[src/rtl/bus_cycle_ctrl.sv]
// bus_cycle_ctrl: host bus-cycle controller for the peripheral data-bus buffer.
//   Synchronizes the asynchronous host strobes and address, sequences
//   IDLE/WRITE/COMMIT/READ cycles, drives IWR/IRD to the bus buffer, commits
//   completed writes into a 3-entry register file and keeps a status byte.
//
// Optional feature: define BUS_CYCLE_TIMEOUT_EN to abort WRITE/READ cycles
// after TIMEOUT_CYCLES clocks (sets TimeoutFlag, waits in WAIT_REL for strobe
// release). Without it TimeoutFlag stays 0 and cycles may last indefinitely.
//
// Ports
//   CLK, RST            clock (rising edge), async active-low reset
//   CS_n, RD_n, WR_n, A host chip select / strobes / address (asynchronous)
//   InternalBus         byte captured by the bus buffer
//   IWR, IRD            buffer write / read enables
//   Reg0..Reg2          register file contents
//   WrStrobe            1-cycle pulse while a write commits
//   RdStrobe            1-cycle pulse at the start of a read cycle
//   RdAddr              address of the current read (valid while IRD=1)
//   ErrFlag             sticky RD_n+WR_n conflict flag
//   TimeoutFlag         sticky timeout-abort flag
//   WrCount             committed-write counter (wraps)
//   Status              address-3 read-back byte {WrCount[5:0], TimeoutFlag, ErrFlag}
module bus_cycle_ctrl #(
  parameter int unsigned SYNC_STAGES    = 2,
  parameter int unsigned TIMEOUT_CYCLES = 255
) (
  input  logic       CLK,
  input  logic       RST,
  input  logic       CS_n,
  input  logic       RD_n,
  input  logic       WR_n,
  input  logic [1:0] A,
  input  logic [7:0] InternalBus,
  output logic       IWR,
  output logic       IRD,
  output logic [7:0] Reg0,
  output logic [7:0] Reg1,
  output logic [7:0] Reg2,
  output logic       WrStrobe,
  output logic       RdStrobe,
  output logic [1:0] RdAddr,
  output logic       ErrFlag,
  output logic       TimeoutFlag,
  output logic [7:0] WrCount,
  output logic [7:0] Status
);

  localparam int unsigned AW = 2;
  localparam int unsigned DW = 8;

  localparam logic [2:0] S_IDLE   = 3'd0;
  localparam logic [2:0] S_WRITE  = 3'd1;
  localparam logic [2:0] S_COMMIT = 3'd2;
  localparam logic [2:0] S_READ   = 3'd3;
`ifdef BUS_CYCLE_TIMEOUT_EN
  localparam logic [2:0] S_WAIT_REL = 3'd4;
  localparam logic [7:0] TMO_LAST   = 8'(TIMEOUT_CYCLES - 1);
`endif

  // Elaboration-time parameter range checks
  if (SYNC_STAGES < 2 || SYNC_STAGES > 3) begin : g_bad_sync
    $error("bus_cycle_ctrl: SYNC_STAGES must be 2..3");
  end
  if (TIMEOUT_CYCLES < 1 || TIMEOUT_CYCLES > 255) begin : g_bad_tmo
    $error("bus_cycle_ctrl: TIMEOUT_CYCLES must be 1..255");
  end

  // Input synchronizers: strobes idle high, address idles at 0
  logic [SYNC_STAGES-1:0] cs_sync_q, rd_sync_q, wr_sync_q;
  logic [AW-1:0]          a_sync_q [SYNC_STAGES];

  always_ff @(posedge CLK or negedge RST) begin
    if (!RST) begin
      cs_sync_q <= '1;
      rd_sync_q <= '1;
      wr_sync_q <= '1;
      for (int i = 0; i < int'(SYNC_STAGES); i++) a_sync_q[i] <= '0;
    end else begin
      cs_sync_q   <= {cs_sync_q[SYNC_STAGES-2:0], CS_n};
      rd_sync_q   <= {rd_sync_q[SYNC_STAGES-2:0], RD_n};
      wr_sync_q   <= {wr_sync_q[SYNC_STAGES-2:0], WR_n};
      a_sync_q[0] <= A;
      for (int i = 1; i < int'(SYNC_STAGES); i++) a_sync_q[i] <= a_sync_q[i-1];
    end
  end

  logic          cs, rd, wr;
  logic [AW-1:0] a_s;
  assign cs  = ~cs_sync_q[SYNC_STAGES-1];
  assign rd  = ~rd_sync_q[SYNC_STAGES-1];
  assign wr  = ~wr_sync_q[SYNC_STAGES-1];
  assign a_s = a_sync_q[SYNC_STAGES-1];

  // Architectural state
  logic [2:0]    state_q, state_d;
  logic          iwr_q, iwr_d, ird_q, ird_d;
  logic          wr_strobe_q, wr_strobe_d, rd_strobe_q, rd_strobe_d;
  logic [AW-1:0] wr_addr_q, wr_addr_d, rd_addr_q, rd_addr_d;
  logic          err_q, err_d, tmo_q, tmo_d;
  logic [DW-1:0] wr_count_q, wr_count_d;
  logic [DW-1:0] regs_q [3];
  logic [DW-1:0] regs_d [3];
`ifdef BUS_CYCLE_TIMEOUT_EN
  logic [7:0]    cnt_q, cnt_d;
`endif

  // State register
  always_ff @(posedge CLK or negedge RST) begin
    if (!RST) begin
      state_q     <= S_IDLE;
      iwr_q       <= 1'b0;
      ird_q       <= 1'b0;
      wr_strobe_q <= 1'b0;
      rd_strobe_q <= 1'b0;
      wr_addr_q   <= '0;
      rd_addr_q   <= '0;
      err_q       <= 1'b0;
      tmo_q       <= 1'b0;
      wr_count_q  <= '0;
      for (int i = 0; i < 3; i++) regs_q[i] <= '0;
`ifdef BUS_CYCLE_TIMEOUT_EN
      cnt_q       <= '0;
`endif
    end else begin
      state_q     <= state_d;
      iwr_q       <= iwr_d;
      ird_q       <= ird_d;
      wr_strobe_q <= wr_strobe_d;
      rd_strobe_q <= rd_strobe_d;
      wr_addr_q   <= wr_addr_d;
      rd_addr_q   <= rd_addr_d;
      err_q       <= err_d;
      tmo_q       <= tmo_d;
      wr_count_q  <= wr_count_d;
      for (int i = 0; i < 3; i++) regs_q[i] <= regs_d[i];
`ifdef BUS_CYCLE_TIMEOUT_EN
      cnt_q       <= cnt_d;
`endif
    end
  end

  // Next-state and registered-output logic
  always_comb begin
    state_d     = state_q;
    rd_strobe_d = 1'b0;
    wr_addr_d   = wr_addr_q;
    rd_addr_d   = rd_addr_q;
    err_d       = err_q;
    tmo_d       = tmo_q;
    wr_count_d  = wr_count_q;
    for (int i = 0; i < 3; i++) regs_d[i] = regs_q[i];
`ifdef BUS_CYCLE_TIMEOUT_EN
    cnt_d       = '0;
`endif

    case (state_q)
      S_IDLE: begin
        if (cs && rd && wr) begin
          err_d = 1'b1;
        end else if (cs && wr) begin
          state_d   = S_WRITE;
          wr_addr_d = a_s;
        end else if (cs && rd) begin
          state_d     = S_READ;
          rd_addr_d   = a_s;
          rd_strobe_d = 1'b1;
        end
      end

      S_WRITE: begin
        if (rd && wr) err_d = 1'b1;
        if (!wr || !cs) state_d = S_COMMIT;
`ifdef BUS_CYCLE_TIMEOUT_EN
        else if (cnt_q == TMO_LAST) begin
          state_d = S_WAIT_REL;
          tmo_d   = 1'b1;
        end else cnt_d = cnt_q + 8'd1;
`endif
      end

      // Data is taken at the end of COMMIT, after the strobe has been seen
      // released through the synchronizer, while the host still holds DataBus.
      S_COMMIT: begin
        case (wr_addr_q)
          2'd0: regs_d[0] = InternalBus;
          2'd1: regs_d[1] = InternalBus;
          2'd2: regs_d[2] = InternalBus;
          default: begin
            if (InternalBus[0]) err_d = 1'b0;
            if (InternalBus[1]) tmo_d = 1'b0;
          end
        endcase
        wr_count_d = wr_count_q + 8'd1;
        state_d    = S_IDLE;
      end

      S_READ: begin
        if (rd && wr) err_d = 1'b1;
        if (!rd || !cs) state_d = S_IDLE;
`ifdef BUS_CYCLE_TIMEOUT_EN
        else if (cnt_q == TMO_LAST) begin
          state_d = S_WAIT_REL;
          tmo_d   = 1'b1;
        end else cnt_d = cnt_q + 8'd1;
`endif
      end

`ifdef BUS_CYCLE_TIMEOUT_EN
      S_WAIT_REL: begin
        if (!rd && !wr) state_d = S_IDLE;
      end
`endif

      default: state_d = S_IDLE;
    endcase

    // Enables and commit pulse track the next state so they align with it
    iwr_d       = (state_d == S_WRITE);
    ird_d       = (state_d == S_READ);
    wr_strobe_d = (state_d == S_COMMIT);
  end

  assign IWR         = iwr_q;
  assign IRD         = ird_q;
  assign WrStrobe    = wr_strobe_q;
  assign RdStrobe    = rd_strobe_q;
  assign RdAddr      = rd_addr_q;
  assign ErrFlag     = err_q;
  assign TimeoutFlag = tmo_q;
  assign WrCount     = wr_count_q;
  assign Reg0        = regs_q[0];
  assign Reg1        = regs_q[1];
  assign Reg2        = regs_q[2];
  assign Status      = {wr_count_q[5:0], tmo_q, err_q};

endmodule

[config.mk]
export PLATFORM = sky130hd
export DESIGN_NAME = bus_cycle_ctrl
export DESIGN_NICKNAME = d
export VERILOG_FILES = /design/src/rtl/bus_cycle_ctrl.sv
export SDC_FILE = /design/constraint.sdc
export NUM_CORES = 1
export LEC_CHECK = 0
export ABC_CLOCK_PERIOD_IN_PS = 2800
export CORE_MARGIN = 2
export CORE_UTILIZATION = 25
export CTS_BUF_LIST = sky130_fd_sc_hd__clkbuf_4 sky130_fd_sc_hd__clkbuf_8 sky130_fd_sc_hd__clkbuf_16
export DETAILED_ROUTE_END_ITERATION = 7
export PLACE_DENSITY_LB_ADDON = 0.3
export SLEW_MARGIN = 20
export SYNTH_ARGS = -nofsm -noshare
export SYNTH_HDL_FRONTEND = slang
export SYNTH_SLANG_ARGS = --single-unit
[constraint.sdc]
create_clock -name CLK -period 2.8 [get_ports CLK]
set_input_delay 0.28 -clock CLK [delete_from_list [all_inputs] [get_ports CLK]]
set_output_delay 0.28 -clock CLK [all_outputs]
set_load 0.01 [all_outputs]
==> flow_summary.html, run 1 <==
<table>
<tr><th>Metric</th><th>Value</th></tr>
<tr><th colspan="2">Clock tree</th></tr>
<tr><td>Clock tree sinks</td><td>54</td></tr>
<tr><td>Clock slew seen by the registers of the worst setup and hold paths</td><td>0.10 ns</td></tr>
<tr><td>CTS root buf</td><td>sky130_fd_sc_hd__clkbuf_8</td></tr>
<tr><td>CTS H-tree lvls</td><td>2</td></tr>
<tr><td>Number of buffers created by CTS</td><td>5</td></tr>
<tr><td>Maximum count of clock buffers along a single path</td><td>2</td></tr>
<tr><td>PostCTS Resize Cnt</td><td>0</td></tr>
<tr><td>Clock latency on the worst-skew pair</td><td>0.30 ns</td></tr>
<tr><td>CTS tree</td><td>built</td></tr>
<tr><th colspan="2">GRT</th></tr>
<tr><td>Vias in the first global route</td><td>1296</td></tr>
<tr><td>Global-route wire length before repair</td><td>6520 um</td></tr>
<tr><td>Antenna violations before repair</td><td>0</td></tr>
<tr><td>Total track usage</td><td>9.378%</td></tr>
<tr><td>Aggregate global routing overflow</td><td>0</td></tr>
<tr><td>Pin count of the biggest net entering global routing</td><td>22</td></tr>
<tr><th colspan="2">Power and ir drop</th></tr>
<tr><td>Ratio of total power to cell area</td><td>754.2 mW/mm^2</td></tr>
<tr><td>Worst vdd rail ir drop</td><td>0.3472 mV</td></tr>
<tr><td>Total leakage power</td><td>1.192 nW</td></tr>
<tr><td>Overall power after layout</td><td>2.164 mW</td></tr>
<tr><th colspan="2">Critical path</th></tr>
<tr><td>Number of cells on the worst reg-to-reg path</td><td>3</td></tr>
<tr><td>Crit path capture</td><td>Reg0[2]</td></tr>
<tr><td>Nature of the critical path endpoint</td><td>flip-flop</td></tr>
<tr><td>Cell depth of the worst setup path</td><td>3</td></tr>
<tr><td>Delay contributed by the slowest stage of the critical path</td><td>0.52 ns</td></tr>
<tr><td>Setup slack of the worst register-to-register path</td><td>0.86 ns</td></tr>
<tr><td>Worst Setup Start Kind</td><td>flip-flop</td></tr>
<tr><td>Critical path buffer and inverter count</td><td>0</td></tr>
<tr><td>Family of cells with the greatest summed delay on the critical path</td><td>simple AND/OR/NAND/NOR gates</td></tr>
<tr><td>Data required time at the worst endpoint</td><td>2.99 ns</td></tr>
<tr><td>Kind of critical path</td><td>flip-flop to flip-flop</td></tr>
<tr><td>Arrival @ worst endpoint</td><td>2.13 ns</td></tr>
<tr><td>Sequence of cells on the critical path</td><td>nor3b_4 -&gt; nor3b_4 -&gt; mux2_2</td></tr>
<tr><td>Slowest CP cell</td><td>sky130_fd_sc_hd__nor3b_4</td></tr>
<tr><td>CP startpoint</td><td>state_q[1]</td></tr>
<tr><td>End of the worst register-to-register path</td><td>Reg0[2]</td></tr>
<tr><td>Most used cell along the critical path</td><td>sky130_fd_sc_hd__nor3b_4</td></tr>
<tr><td>Start of the worst register-to-register path</td><td>state_q[1]</td></tr>
<tr><td>Crit path max fanout</td><td>9</td></tr>
<tr><th colspan="2">Die</th></tr>
<tr><td>Overall die width</td><td>95.83 um</td></tr>
<tr><td>Area of the die</td><td>0.009183 mm^2</td></tr>
<tr><td>Chip height</td><td>95.83 um</td></tr>
<tr><td>Initial cell density of the core</td><td>25.79%</td></tr>
<tr><td>Number of top-level design ports</td><td>63</td></tr>
<tr><td>Placement row count</td><td>33</td></tr>
<tr><td>Core Area</td><td>0.008175 mm^2</td></tr>
<tr><th colspan="2">Route</th></tr>
<tr><td>First DRT Iteration DRCs</td><td>34</td></tr>
<tr><td>Via Count</td><td>1283</td></tr>
<tr><td>DRC errors left</td><td>0</td></tr>
<tr><td>Detailed-routing wirelength on met1</td><td>1850 um</td></tr>
<tr><td>Total Wirelength</td><td>4103 um</td></tr>
<tr><td>Antenna viol nets, final</td><td>0</td></tr>
<tr><td>Met2 wire length</td><td>1928 um</td></tr>
<tr><td>Met3 layer wire length in the routed design</td><td>300 um</td></tr>
<tr><td>Final routed wire length divided by cell count</td><td>13.41 um</td></tr>
<tr><td>Via/cell ratio</td><td>4.193</td></tr>
<tr><td>DRT Pass-1 Iters</td><td>4</td></tr>
<tr><td>Uppermost routed layer</td><td>met4</td></tr>
<tr><th colspan="2">Final layout</th></tr>
<tr><td>Number of nets at the end of the flow</td><td>216</td></tr>
<tr><td>Register area</td><td>0.001359 mm^2</td></tr>
<tr><td>Multi-input gate area in the final layout</td><td>656.9 um^2</td></tr>
<tr><td>Fraction of layout instances using a drive strength above 1</td><td>23.88%</td></tr>
<tr><td>Synth-to-Final Area Change</td><td>36.08%</td></tr>
<tr><td>Finished Core Util</td><td>35.09%</td></tr>
<tr><td>Most used cells in the layout excluding fill and tap cells</td><td>sky130_fd_sc_hd__clkdlybuf4s50_1, sky130_fd_sc_hd__dfrtp_1, sky130_fd_sc_hd__mux2_2, sky130_fd_sc_hd__dfstp_2</td></tr>
<tr><td>Antenna cell count</td><td>0</td></tr>
<tr><td>Final cell count without fillers</td><td>306</td></tr>
<tr><td>Fillers</td><td>826</td></tr>
<tr><td>Most common cell after layout, fill and taps aside</td><td>sky130_fd_sc_hd__clkdlybuf4s50_1</td></tr>
<tr><th colspan="2">Yosys</th></tr>
<tr><td>Post-synthesis cell count</td><td>141</td></tr>
<tr><td>Cell accounting for the most synthesized area</td><td>sky130_fd_sc_hd__dfrtp_1</td></tr>
<tr><td>Synth Warn #</td><td>0</td></tr>
<tr><td>Unique masters post-synth</td><td>32</td></tr>
<tr><td>#FFs+latches synth</td><td>54</td></tr>
<tr><td>Avg Cell Area, Syn</td><td>14.95 um^2</td></tr>
<tr><td>Sequential share of the synthesized area</td><td>64.45%</td></tr>
<tr><td>Fraction of synthesized cell area taken by the top area cell type</td><td>56.97%</td></tr>
<tr><td>Total standard cell area after synthesis</td><td>0.002108 mm^2</td></tr>
<tr><td>Main area contributors after synthesis</td><td>sky130_fd_sc_hd__dfrtp_1, sky130_fd_sc_hd__mux2_2, sky130_fd_sc_hd__dfstp_2</td></tr>
<tr><th colspan="2">Placed design</th></tr>
<tr><td>GP Congestion</td><td>0.7466</td></tr>
<tr><td>Number of port buffers</td><td>60</td></tr>
<tr><td>Detailed-placement wirelength estimate</td><td>2993 um</td></tr>
<tr><td>Placed Instances</td><td>297</td></tr>
<tr><th colspan="2">STA</th></tr>
<tr><td>Total negative setup slack</td><td>0 ns</td></tr>
<tr><td>Hold Worst Slack</td><td>0.3563 ns</td></tr>
<tr><td>Unrepaired setup endpoints after global routing</td><td>false</td></tr>
<tr><td>Worst clock skew</td><td>0.007998 ns</td></tr>
<tr><td>Number of setup violations in the final report</td><td>0</td></tr>
<tr><td>Final critical path time including I/O delays and setup</td><td>1.937 ns</td></tr>
<tr><td>Count of final max-slew check failures</td><td>0</td></tr>
<tr><td>Final period util</td><td>69.19%</td></tr>
<tr><td>Final hold violation count</td><td>0</td></tr>
<tr><td>Achievable frequency</td><td>516.2 MHz</td></tr>
<tr><th colspan="2">Status</th></tr>
<tr><td>Result of the run</td><td>finished, final reports clean</td></tr>
<tr><th colspan="2">Flow run</th></tr>
<tr><td>Max_cap viols</td><td>0</td></tr>
<tr><th colspan="2">Hold path</th></tr>
<tr><td>Hold/Removal Path Class</td><td>flip-flop to flip-flop</td></tr>
</table>
## what timing repair did
item / 4_1_cts / 5_1_grt
setup buffers: 0 / 0
hold buffers: 1 / 0
endpoints found under the hold margin: 11 / 0
endpoints found under the setup margin: 0 / 0
## synthesized netlist by cell type (all sizes together)
cell and n:
nand3b 4, nor4 1, ha 1, nand2 1, o211ai 1, dfstp 6, dfrtp 48, nand3 2
nand4 2, xor2 2, o32a 1, a21oi 1, o41ai 1, conb 1, o21ai 1, nor2 4
nor2b 1, a211oi 2, mux2 29, or3 2, inv 3, xnor2 5, mux2i 2, and3 1
clkbuf 1, buf 12, nor4b 1, and4 1, nor3b 3, nand4b 1
## layout make-up
type                            instances  area share (%)
Clock buffer                            6           2.660
Clock inverter                          2          0.4797
Inverter                                3          0.3925
Multi-Input combinational cell         73           22.90
Sequential cell                        54           47.36
Tap cell                              105           4.579
Timing Repair Buffer                   63           21.63
## worst min path at each step
stage                     start      endpoint  slack, ns  cells after the start
floorplan                   RST       ErrFlag      -0.02                      0
global placement            RST      RdStrobe       0.22                      1
detailed placement          RST      RdStrobe       0.23                      1
CTS                 a_sync_q[3]        a_s[1]       0.36                      0
global route               RD_n  rd_sync_q[0]       0.36                      1
finish              a_sync_q[3]        a_s[1]       0.36                      0
## metal layers
metal | vias to the layer above | global-route usage, %
met5 | - | 0
met4 | 0 | 3.214
met3 | 2 | 3.367
met2 | 42 | 14.28
met1 | 637 | 12.37
li1 | 602 | -
## report_power, final
part	leakage [nW]	internal [mW]	total (mW)	switching (mW)
clock	0.0486	0.187	0.436	0.249
combinational	0.486	0.428	0.654	0.226
sequential	0.656	0.949	1.07	0.125
total	1.19	1.56	2.16	0.600
## sequential cells by signal, summed over array words and instances (netlist names), 3 cells and up
| name | cells |
|---|---|
| Reg0 | 8 |
| Reg1 | 8 |
| Reg2 | 8 |
| WrCount | 8 |
| state_q | 3 |
## metrics by stage
step	worst slack, ns	instance area, um^2
2_1_floorplan	1.085	2116
3_3_place_gp	0.8949	2769
3_5_place_dp	0.8341	2769
4_1_cts	0.8271	2869
5_1_grt	0.7072	2869
6_report	0.8628	2869
## cell families (layout without fill, tap and decap cells)
family | after synthesis | after routing | synth area share (%)
flip-flops | 54 | 54 | 64.45
multiplexers | 31 | 31 | 16.44
AND/OR/NAND/NOR | 24 | 24 | 8.250
buffers and inverters | 16 | 74 | 4.747
AO/OA/AOI/OAI | 7 | 7 | 2.433
XOR/XNOR | 7 | 7 | 2.908
adder cells (fa/ha/maj) | 1 | 1 | 0.5934
other | 1 | 3 | 0.1779
(Power assumes the default switching activity.)
==> run 2: changes to the inputs <==
Settings changed: ABC_CLOCK_PERIOD_IN_PS 2800 to 1660.
Clock period 2.8 ns to 1.66 ns, I/O delays scaled along.
==> flow_summary.html, run 2 (synthesized netlist as in run 1, its figures left out) <==
<table>
<tr><th>Metric</th><th>Value</th></tr>
<tr><th colspan="2">Final layout</th></tr>
<tr><td>Final cell count without fillers</td><td>313</td></tr>
<tr><td>Most common cell after layout, fill and taps aside</td><td>sky130_fd_sc_hd__clkdlybuf4s50_1</td></tr>
<tr><td>Synth-to-Final Area Change</td><td>41.31%</td></tr>
<tr><td>Final instance area</td><td>0.002979 mm^2</td></tr>
<tr><td>Fillers</td><td>793</td></tr>
<tr><td>Fraction of layout instances using a drive strength above 1</td><td>26.92%</td></tr>
<tr><td>Antenna cell count</td><td>0</td></tr>
<tr><td>Most used cells in the layout excluding fill and tap cells</td><td>sky130_fd_sc_hd__clkdlybuf4s50_1, sky130_fd_sc_hd__dfrtp_1, sky130_fd_sc_hd__mux2_2, sky130_fd_sc_hd__buf_4, sky130_fd_sc_hd__dfstp_2</td></tr>
<tr><td>Register area</td><td>0.001359 mm^2</td></tr>
<tr><td>Finished Core Util</td><td>36.44%</td></tr>
<tr><td>Number of nets at the end of the flow</td><td>223</td></tr>
<tr><td>Multi-input gate area in the final layout</td><td>663.1 um^2</td></tr>
<tr><th colspan="2">Clock tree</th></tr>
<tr><td>CTS tree</td><td>built</td></tr>
<tr><td>Clock latency on the worst-skew pair</td><td>0.31 ns</td></tr>
<tr><td>Clock slew seen by the registers of the worst setup and hold paths</td><td>0.10 ns</td></tr>
<tr><td>CTS H-tree lvls</td><td>2</td></tr>
<tr><td>Clock tree sinks</td><td>54</td></tr>
<tr><td>Maximum count of clock buffers along a single path</td><td>2</td></tr>
<tr><td>CTS root buf</td><td>sky130_fd_sc_hd__clkbuf_8</td></tr>
<tr><td>Number of buffers created by CTS</td><td>5</td></tr>
<tr><th colspan="2">Route</th></tr>
<tr><td>Final routed wire length divided by cell count</td><td>13.12 um</td></tr>
<tr><td>First DRT Iteration DRCs</td><td>35</td></tr>
<tr><td>Total Wirelength</td><td>4106 um</td></tr>
<tr><td>Antenna viol nets, final</td><td>0</td></tr>
<tr><td>DRC errors left</td><td>0</td></tr>
<tr><td>Via Count</td><td>1308</td></tr>
<tr><td>Via/cell ratio</td><td>4.179</td></tr>
<tr><td>DRT Pass-1 Iters</td><td>4</td></tr>
<tr><th colspan="2">STA</th></tr>
<tr><td>Unrepaired setup endpoints after global routing</td><td>true</td></tr>
<tr><td>Number of setup violations in the final report</td><td>0</td></tr>
<tr><td>Achievable frequency</td><td>636.1 MHz</td></tr>
<tr><td>Count of final max-slew check failures</td><td>0</td></tr>
<tr><td>Final critical path time including I/O delays and setup</td><td>1.572 ns</td></tr>
<tr><td>Setup slack after layout</td><td>0.08781 ns</td></tr>
<tr><td>Worst clock skew</td><td>0.006506 ns</td></tr>
<tr><td>Hold Worst Slack</td><td>0.2584 ns</td></tr>
<tr><td>Final hold violation count</td><td>0</td></tr>
<tr><td>Final period util</td><td>94.71%</td></tr>
<tr><th colspan="2">Critical path</th></tr>
<tr><td>Slowest CP cell</td><td>sky130_fd_sc_hd__dfrtp_1</td></tr>
<tr><td>Sequence of cells on the critical path</td><td>nor3b_4 -&gt; nor3b_4 -&gt; buf_12 -&gt; mux2_2</td></tr>
<tr><td>Data required time at the worst endpoint</td><td>1.85 ns</td></tr>
<tr><td>Family of cells with the greatest summed delay on the critical path</td><td>flip-flops</td></tr>
<tr><td>Number of cells on the worst reg-to-reg path</td><td>4</td></tr>
<tr><td>Nature of the critical path endpoint</td><td>flip-flop</td></tr>
<tr><td>Kind of critical path</td><td>flip-flop to flip-flop</td></tr>
<tr><td>Crit path max fanout</td><td>8</td></tr>
<tr><td>Start of the worst register-to-register path</td><td>state_q[1]</td></tr>
<tr><td>Setup slack of the worst register-to-register path</td><td>0.09 ns</td></tr>
<tr><td>CP startpoint</td><td>state_q[1]</td></tr>
<tr><td>Delay contributed by the slowest stage of the critical path</td><td>0.49 ns</td></tr>
<tr><td>End of the worst register-to-register path</td><td>Reg0[5]</td></tr>
<tr><td>Critical path buffer and inverter count</td><td>1</td></tr>
<tr><td>Worst Setup Start Kind</td><td>flip-flop</td></tr>
<tr><td>Most used cell along the critical path</td><td>sky130_fd_sc_hd__nor3b_4</td></tr>
<tr><td>Arrival @ worst endpoint</td><td>1.77 ns</td></tr>
<tr><th colspan="2">GRT</th></tr>
<tr><td>Antenna violations before repair</td><td>0</td></tr>
<tr><td>Aggregate global routing overflow</td><td>0</td></tr>
<tr><td>Global-route wire length before repair</td><td>6541 um</td></tr>
<tr><td>Vias in the first global route</td><td>1310</td></tr>
<tr><td>Total track usage</td><td>9.356%</td></tr>
<tr><td>Pin count of the biggest net entering global routing</td><td>44</td></tr>
<tr><th colspan="2">Hold path</th></tr>
<tr><td>End point of the most critical hold path</td><td>rd_sync_q[0]</td></tr>
<tr><td>Worst Hold Launch</td><td>RD_n</td></tr>
<tr><td>Hold/Removal Path Class</td><td>primary input to flip-flop</td></tr>
<tr><td>Hold-critical path depth</td><td>1</td></tr>
<tr><th colspan="2">Die</th></tr>
<tr><td>Overall die width</td><td>95.83 um</td></tr>
<tr><td>Core Area</td><td>0.008175 mm^2</td></tr>
<tr><td>Placement row count</td><td>33</td></tr>
<tr><td>Initial cell density of the core</td><td>25.79%</td></tr>
<tr><td>Chip height</td><td>95.83 um</td></tr>
<tr><td>Area of the die</td><td>0.009183 mm^2</td></tr>
<tr><td>Number of top-level design ports</td><td>63</td></tr>
<tr><th colspan="2">Placed design</th></tr>
<tr><td>Detailed-placement wirelength estimate</td><td>2938 um</td></tr>
<tr><td>Pre-CTS setup slack</td><td>0.03998 ns</td></tr>
<tr><td>Placed Area</td><td>0.002839 mm^2</td></tr>
<tr><td>Number of port buffers</td><td>60</td></tr>
<tr><td>Placed Instances</td><td>303</td></tr>
<tr><td>GP Congestion</td><td>0.7367</td></tr>
<tr><th colspan="2">Power and ir drop</th></tr>
<tr><td>Ratio of total power to cell area</td><td>1287 mW/mm^2</td></tr>
<tr><td>Total leakage power</td><td>1.246 nW</td></tr>
<tr><td>Worst vdd rail ir drop</td><td>0.5379 mV</td></tr>
<tr><th colspan="2">Flow run</th></tr>
<tr><td>Max_cap viols</td><td>0</td></tr>
<tr><th colspan="2">Status</th></tr>
<tr><td>Result of the run</td><td>finished, final reports clean</td></tr>
</table>
[run 2: cell types whose count changed in the layout (fill, tap and decap cells not counted)]
| cell | change |
|---|---|
| sky130_fd_sc_hd__clkbuf_4 | -1 |
| sky130_fd_sc_hd__inv_6 | +2 |
| sky130_fd_sc_hd__buf_12 | +2 |
| sky130_fd_sc_hd__nor4b_2 | +1 |
| sky130_fd_sc_hd__clkinv_4 | -1 |
| sky130_fd_sc_hd__buf_4 | +5 |
| sky130_fd_sc_hd__bufinv_16 | +1 |
| sky130_fd_sc_hd__nor4b_1 | -1 |
| sky130_fd_sc_hd__clkinv_2 | -1 |
[run 2: worst max-delay path by stage]
stage | endpoint | cells past startpoint
after CTS | IRD | 4
after detailed placement | IRD | 4
after global routing | IRD | 4
after global placement | IRD | 4
after floorplan | Reg0[0] | 4
final | Reg0[5] | 4
[run 2: power by group]
part	internal, mW	leakage, nW	switching, mW
Sequential	1.60	0.656	0.205
Clock	0.461	0.0591	0.446
Combinational	0.734	0.531	0.390
[run 2: layout make-up]
cell class,count,area share [%]
flip-flops and latches,54,45.61
multi-input cells,73,22.26
repair buffers,70,23.44
well taps,105,4.410
clock buffers,5,2.310
inverters,3,0.3780
clock inverters,3,1.596
[run 2: routing by layer]
layer	up-vias	track usage [%]	share of wire, %
met3	4	3.132	6.4
met2	48	13.87	45
met5	-	0	0
li1	614	-	-
met4	0	3.214	1.0
met1	642	12.81	47
[run 2: per-stage QoR]
step                      TNS [ns]  power, mW
after floorplan            -0.3542      2.277
after global placement           0      2.954
after detailed placement         0      2.973
after CTS                        0      3.909
after global routing      -0.04040      4.073
final                            0      3.835
[run 2: repair_timing]
action,in CTS,in global routing
setup endpoints to repair,0,2
setup buffers,0,1
hold endpoints to repair,11,0
gates resized for setup,0,1
hold buffers,1,0
==> run 3: changes to the inputs <==
Settings changed: CTS_CLUSTER_SIZE set to 40, SETUP_SLACK_MARGIN set to 0.4.
==> flow_summary.html, run 3 (synthesized netlist as in run 1, its figures left out) <==
<table>
<tr><th>Metric</th><th>Value</th></tr>
<tr><th colspan="2">Clock tree</th></tr>
<tr><td>Clock tree sinks</td><td>54</td></tr>
<tr><td>CTS tree</td><td>built</td></tr>
<tr><td>Maximum count of clock buffers along a single path</td><td>2</td></tr>
<tr><td>CTS root buf</td><td>sky130_fd_sc_hd__clkbuf_8</td></tr>
<tr><td>Clock slew seen by the registers of the worst setup and hold paths</td><td>0.10 ns</td></tr>
<tr><td>Number of buffers created by CTS</td><td>5</td></tr>
<tr><td>CTS H-tree lvls</td><td>2</td></tr>
<tr><td>Clock latency on the worst-skew pair</td><td>0.30 ns</td></tr>
<tr><th colspan="2">Critical path</th></tr>
<tr><td>Start of the worst register-to-register path</td><td>state_q[1]</td></tr>
<tr><td>Slowest CP cell</td><td>sky130_fd_sc_hd__dfrtp_2</td></tr>
<tr><td>Setup slack of the worst register-to-register path</td><td>0.12 ns</td></tr>
<tr><td>Worst Setup Start Kind</td><td>flip-flop</td></tr>
<tr><td>Data required time at the worst endpoint</td><td>1.90 ns</td></tr>
<tr><td>Nature of the critical path endpoint</td><td>flip-flop</td></tr>
<tr><td>Number of cells on the worst reg-to-reg path</td><td>6</td></tr>
<tr><td>Critical path buffer and inverter count</td><td>2</td></tr>
<tr><td>Cell depth of the worst setup path</td><td>6</td></tr>
<tr><td>Sequence of cells on the critical path</td><td>buf_12 -&gt; nor4b_4 -&gt; a211oi_1 -&gt; or3_1 -&gt; buf_4 -&gt; nor2_1</td></tr>
<tr><td>Crit path max fanout</td><td>4</td></tr>
<tr><td>Family of cells with the greatest summed delay on the critical path</td><td>simple AND/OR/NAND/NOR gates</td></tr>
<tr><td>End of the worst register-to-register path</td><td>IWR</td></tr>
<tr><td>Arrival @ worst endpoint</td><td>1.78 ns</td></tr>
<tr><td>Kind of critical path</td><td>flip-flop to flip-flop</td></tr>
<tr><td>Delay contributed by the slowest stage of the critical path</td><td>0.46 ns</td></tr>
<tr><th colspan="2">GRT</th></tr>
<tr><td>Total track usage</td><td>10.44%</td></tr>
<tr><td>Global-route wire length before repair</td><td>7320 um</td></tr>
<tr><td>Antenna violations before repair</td><td>0</td></tr>
<tr><td>Pin count of the biggest net entering global routing</td><td>23</td></tr>
<tr><td>Aggregate global routing overflow</td><td>0</td></tr>
<tr><td>Vias in the first global route</td><td>1468</td></tr>
<tr><th colspan="2">Final layout</th></tr>
<tr><td>Fraction of layout instances using a drive strength above 1</td><td>43.22%</td></tr>
<tr><td>Multi-input gate area in the final layout</td><td>803.3 um^2</td></tr>
<tr><td>Fillers</td><td>798</td></tr>
<tr><td>Antenna cell count</td><td>0</td></tr>
<tr><td>Register area</td><td>0.001364 mm^2</td></tr>
<tr><td>Most used cells in the layout excluding fill and tap cells</td><td>sky130_fd_sc_hd__dfrtp_1, sky130_fd_sc_hd__dlygate4sd2_1, sky130_fd_sc_hd__buf_4, sky130_fd_sc_hd__mux2_2, sky130_fd_sc_hd__clkdlybuf4s50_1</td></tr>
<tr><td>Synth-to-Final Area Change</td><td>57.27%</td></tr>
<tr><td>Number of nets at the end of the flow</td><td>251</td></tr>
<tr><th colspan="2">Flow run</th></tr>
<tr><td>Max_cap viols</td><td>0</td></tr>
<tr><th colspan="2">Die</th></tr>
<tr><td>Overall die width</td><td>95.83 um</td></tr>
<tr><td>Area of the die</td><td>0.009183 mm^2</td></tr>
<tr><td>Initial cell density of the core</td><td>25.79%</td></tr>
<tr><td>Placement row count</td><td>33</td></tr>
<tr><td>Chip height</td><td>95.83 um</td></tr>
<tr><td>Core Area</td><td>0.008175 mm^2</td></tr>
<tr><td>Number of top-level design ports</td><td>63</td></tr>
<tr><th colspan="2">STA</th></tr>
<tr><td>Worst clock skew</td><td>0.008323 ns</td></tr>
<tr><td>Final critical path time including I/O delays and setup</td><td>1.540 ns</td></tr>
<tr><td>Unrepaired setup endpoints after global routing</td><td>true</td></tr>
<tr><td>Count of final max-slew check failures</td><td>0</td></tr>
<tr><td>Number of setup violations in the final report</td><td>0</td></tr>
<tr><td>Setup slack after layout</td><td>0.1196 ns</td></tr>
<tr><td>Final hold violation count</td><td>0</td></tr>
<tr><td>Final period util</td><td>92.80%</td></tr>
<tr><td>Achievable frequency</td><td>649.2 MHz</td></tr>
<tr><th colspan="2">Route</th></tr>
<tr><td>Via Count</td><td>1430</td></tr>
<tr><td>DRT Pass-1 Iters</td><td>3</td></tr>
<tr><td>DRC errors left</td><td>0</td></tr>
<tr><td>Total Wirelength</td><td>4671 um</td></tr>
<tr><td>Via/cell ratio</td><td>4.194</td></tr>
<tr><td>Final routed wire length divided by cell count</td><td>13.70 um</td></tr>
<tr><td>Antenna viol nets, final</td><td>0</td></tr>
<tr><td>First DRT Iteration DRCs</td><td>34</td></tr>
<tr><th colspan="2">Hold path</th></tr>
<tr><td>End point of the most critical hold path</td><td>wr_sync_q[0]</td></tr>
<tr><td>Hold/Removal Path Class</td><td>primary input to flip-flop</td></tr>
<tr><td>Worst Hold Launch</td><td>WR_n</td></tr>
<tr><td>Hold-critical path depth</td><td>1</td></tr>
<tr><th colspan="2">Power and ir drop</th></tr>
<tr><td>Ratio of total power to cell area</td><td>1141 mW/mm^2</td></tr>
<tr><td>Total leakage power</td><td>1.572 nW</td></tr>
<tr><td>Worst vdd rail ir drop</td><td>0.4799 mV</td></tr>
<tr><td>Overall power after layout</td><td>3.783 mW</td></tr>
<tr><th colspan="2">Status</th></tr>
<tr><td>Result of the run</td><td>finished, final reports clean</td></tr>
<tr><th colspan="2">Placed design</th></tr>
<tr><td>GP Congestion</td><td>0.7005</td></tr>
<tr><td>Number of port buffers</td><td>60</td></tr>
<tr><td>Detailed-placement wirelength estimate</td><td>3127 um</td></tr>
<tr><td>Pre-CTS setup slack</td><td>0.03744 ns</td></tr>
</table>
## run 3: cell count changes in the layout (fill, tap and decap cells not counted), moves of 4 or more
cell	before	now
sky130_fd_sc_hd__dfrtp_1	48	44
sky130_fd_sc_hd__dlygate4sd2_1	0	44
sky130_fd_sc_hd__clkdlybuf4s50_1	59	13
sky130_fd_sc_hd__dfrtp_2	0	4
sky130_fd_sc_hd__mux2_2	29	19
sky130_fd_sc_hd__buf_4	7	24
sky130_fd_sc_hd__mux2_4	0	10
sky130_fd_sc_hd__buf_6	0	11
## run 3: worst max-delay path by stage
| stage | from | endpoint | slack (ns) |
|---|---|---|---|
| 2_1_floorplan | state_q[2] | Reg0[0] | -0.03 |
| 3_3_place_gp | state_q[1] | Reg0[2] | 0.07 |
| 3_5_place_dp | state_q[1] | Reg0[2] | 0.04 |
| 4_1_cts | state_q[1] | RdAddr[0] | 0.13 |
| 5_1_grt | state_q[2] | Reg2[0] | 0.04 |
| 6_report | state_q[1] | IWR | 0.12 |
## run 3: report_power, final
group,internal [mW],switching [mW]
Sequential,1.60,0.165
Clock,0.467,0.420
Combinational,0.661,0.469
Total,2.73,1.05
## run 3: cell type report
type	count	share of cell area, %
multi-input cells	73	24.23
clock buffers	6	2.302
inverters	3	0.3396
flip-flops and latches	54	41.13
well taps	105	3.962
repair buffers	98	26.91
clock inverters	2	1.132
## run 3: per-stage QoR
stage | cell area, um^2 | hold slack (ns) | cells | TNS (ns) | utilization [%]
2_1_floorplan | 2157 | -0.1296 | 143 | -0.2238 | -
3_3_place_gp | 2883 | 0.1682 | 308 | 0 | 35.26
3_5_place_dp | 2883 | 0.1600 | 308 | 0 | 35.26
4_1_cts | 3217 | 0.2621 | 336 | 0 | 39.35
5_1_grt | 3316 | 0.2560 | 341 | 0 | 40.56
6_report | 3316 | 0.2711 | 341 | 0 | 40.56
## run 3: worst reg2reg max path, cell delays in order, from the launching register on
cell and delay, ns:
sky130_fd_sc_hd__dfrtp_2 0.46, sky130_fd_sc_hd__buf_12 0.14, sky130_fd_sc_hd__nor4b_4 0.25, sky130_fd_sc_hd__a211oi_1 0.06, sky130_fd_sc_hd__or3_1 0.35, sky130_fd_sc_hd__buf_4 0.16, sky130_fd_sc_hd__nor2_1 0.07
## run 3: timing repair
action	4_1_cts	5_1_grt
resized for setup	76	14
hold buffers	1	0
buffers inserted	19	5
setup endpoints to repair	87	44
pin swaps	11	9
hold endpoints to repair	19	0
## run 3: routing by layer
| metal | vias to the layer above | GRT usage [%] | part of all wire, % | wire, um |
|---|---|---|---|---|
| met2 | 40 | 17.72 | 52 | 2423 |
| li1 | 663 | - | - | - |
| met3 | 7 | 2.349 | 5.0 | 234 |
| met4 | 0 | 2.857 | 1.0 | 48 |
| met5 | - | 0 | 0 | 0 |
| met1 | 720 | 13.40 | 42 | 1963 |
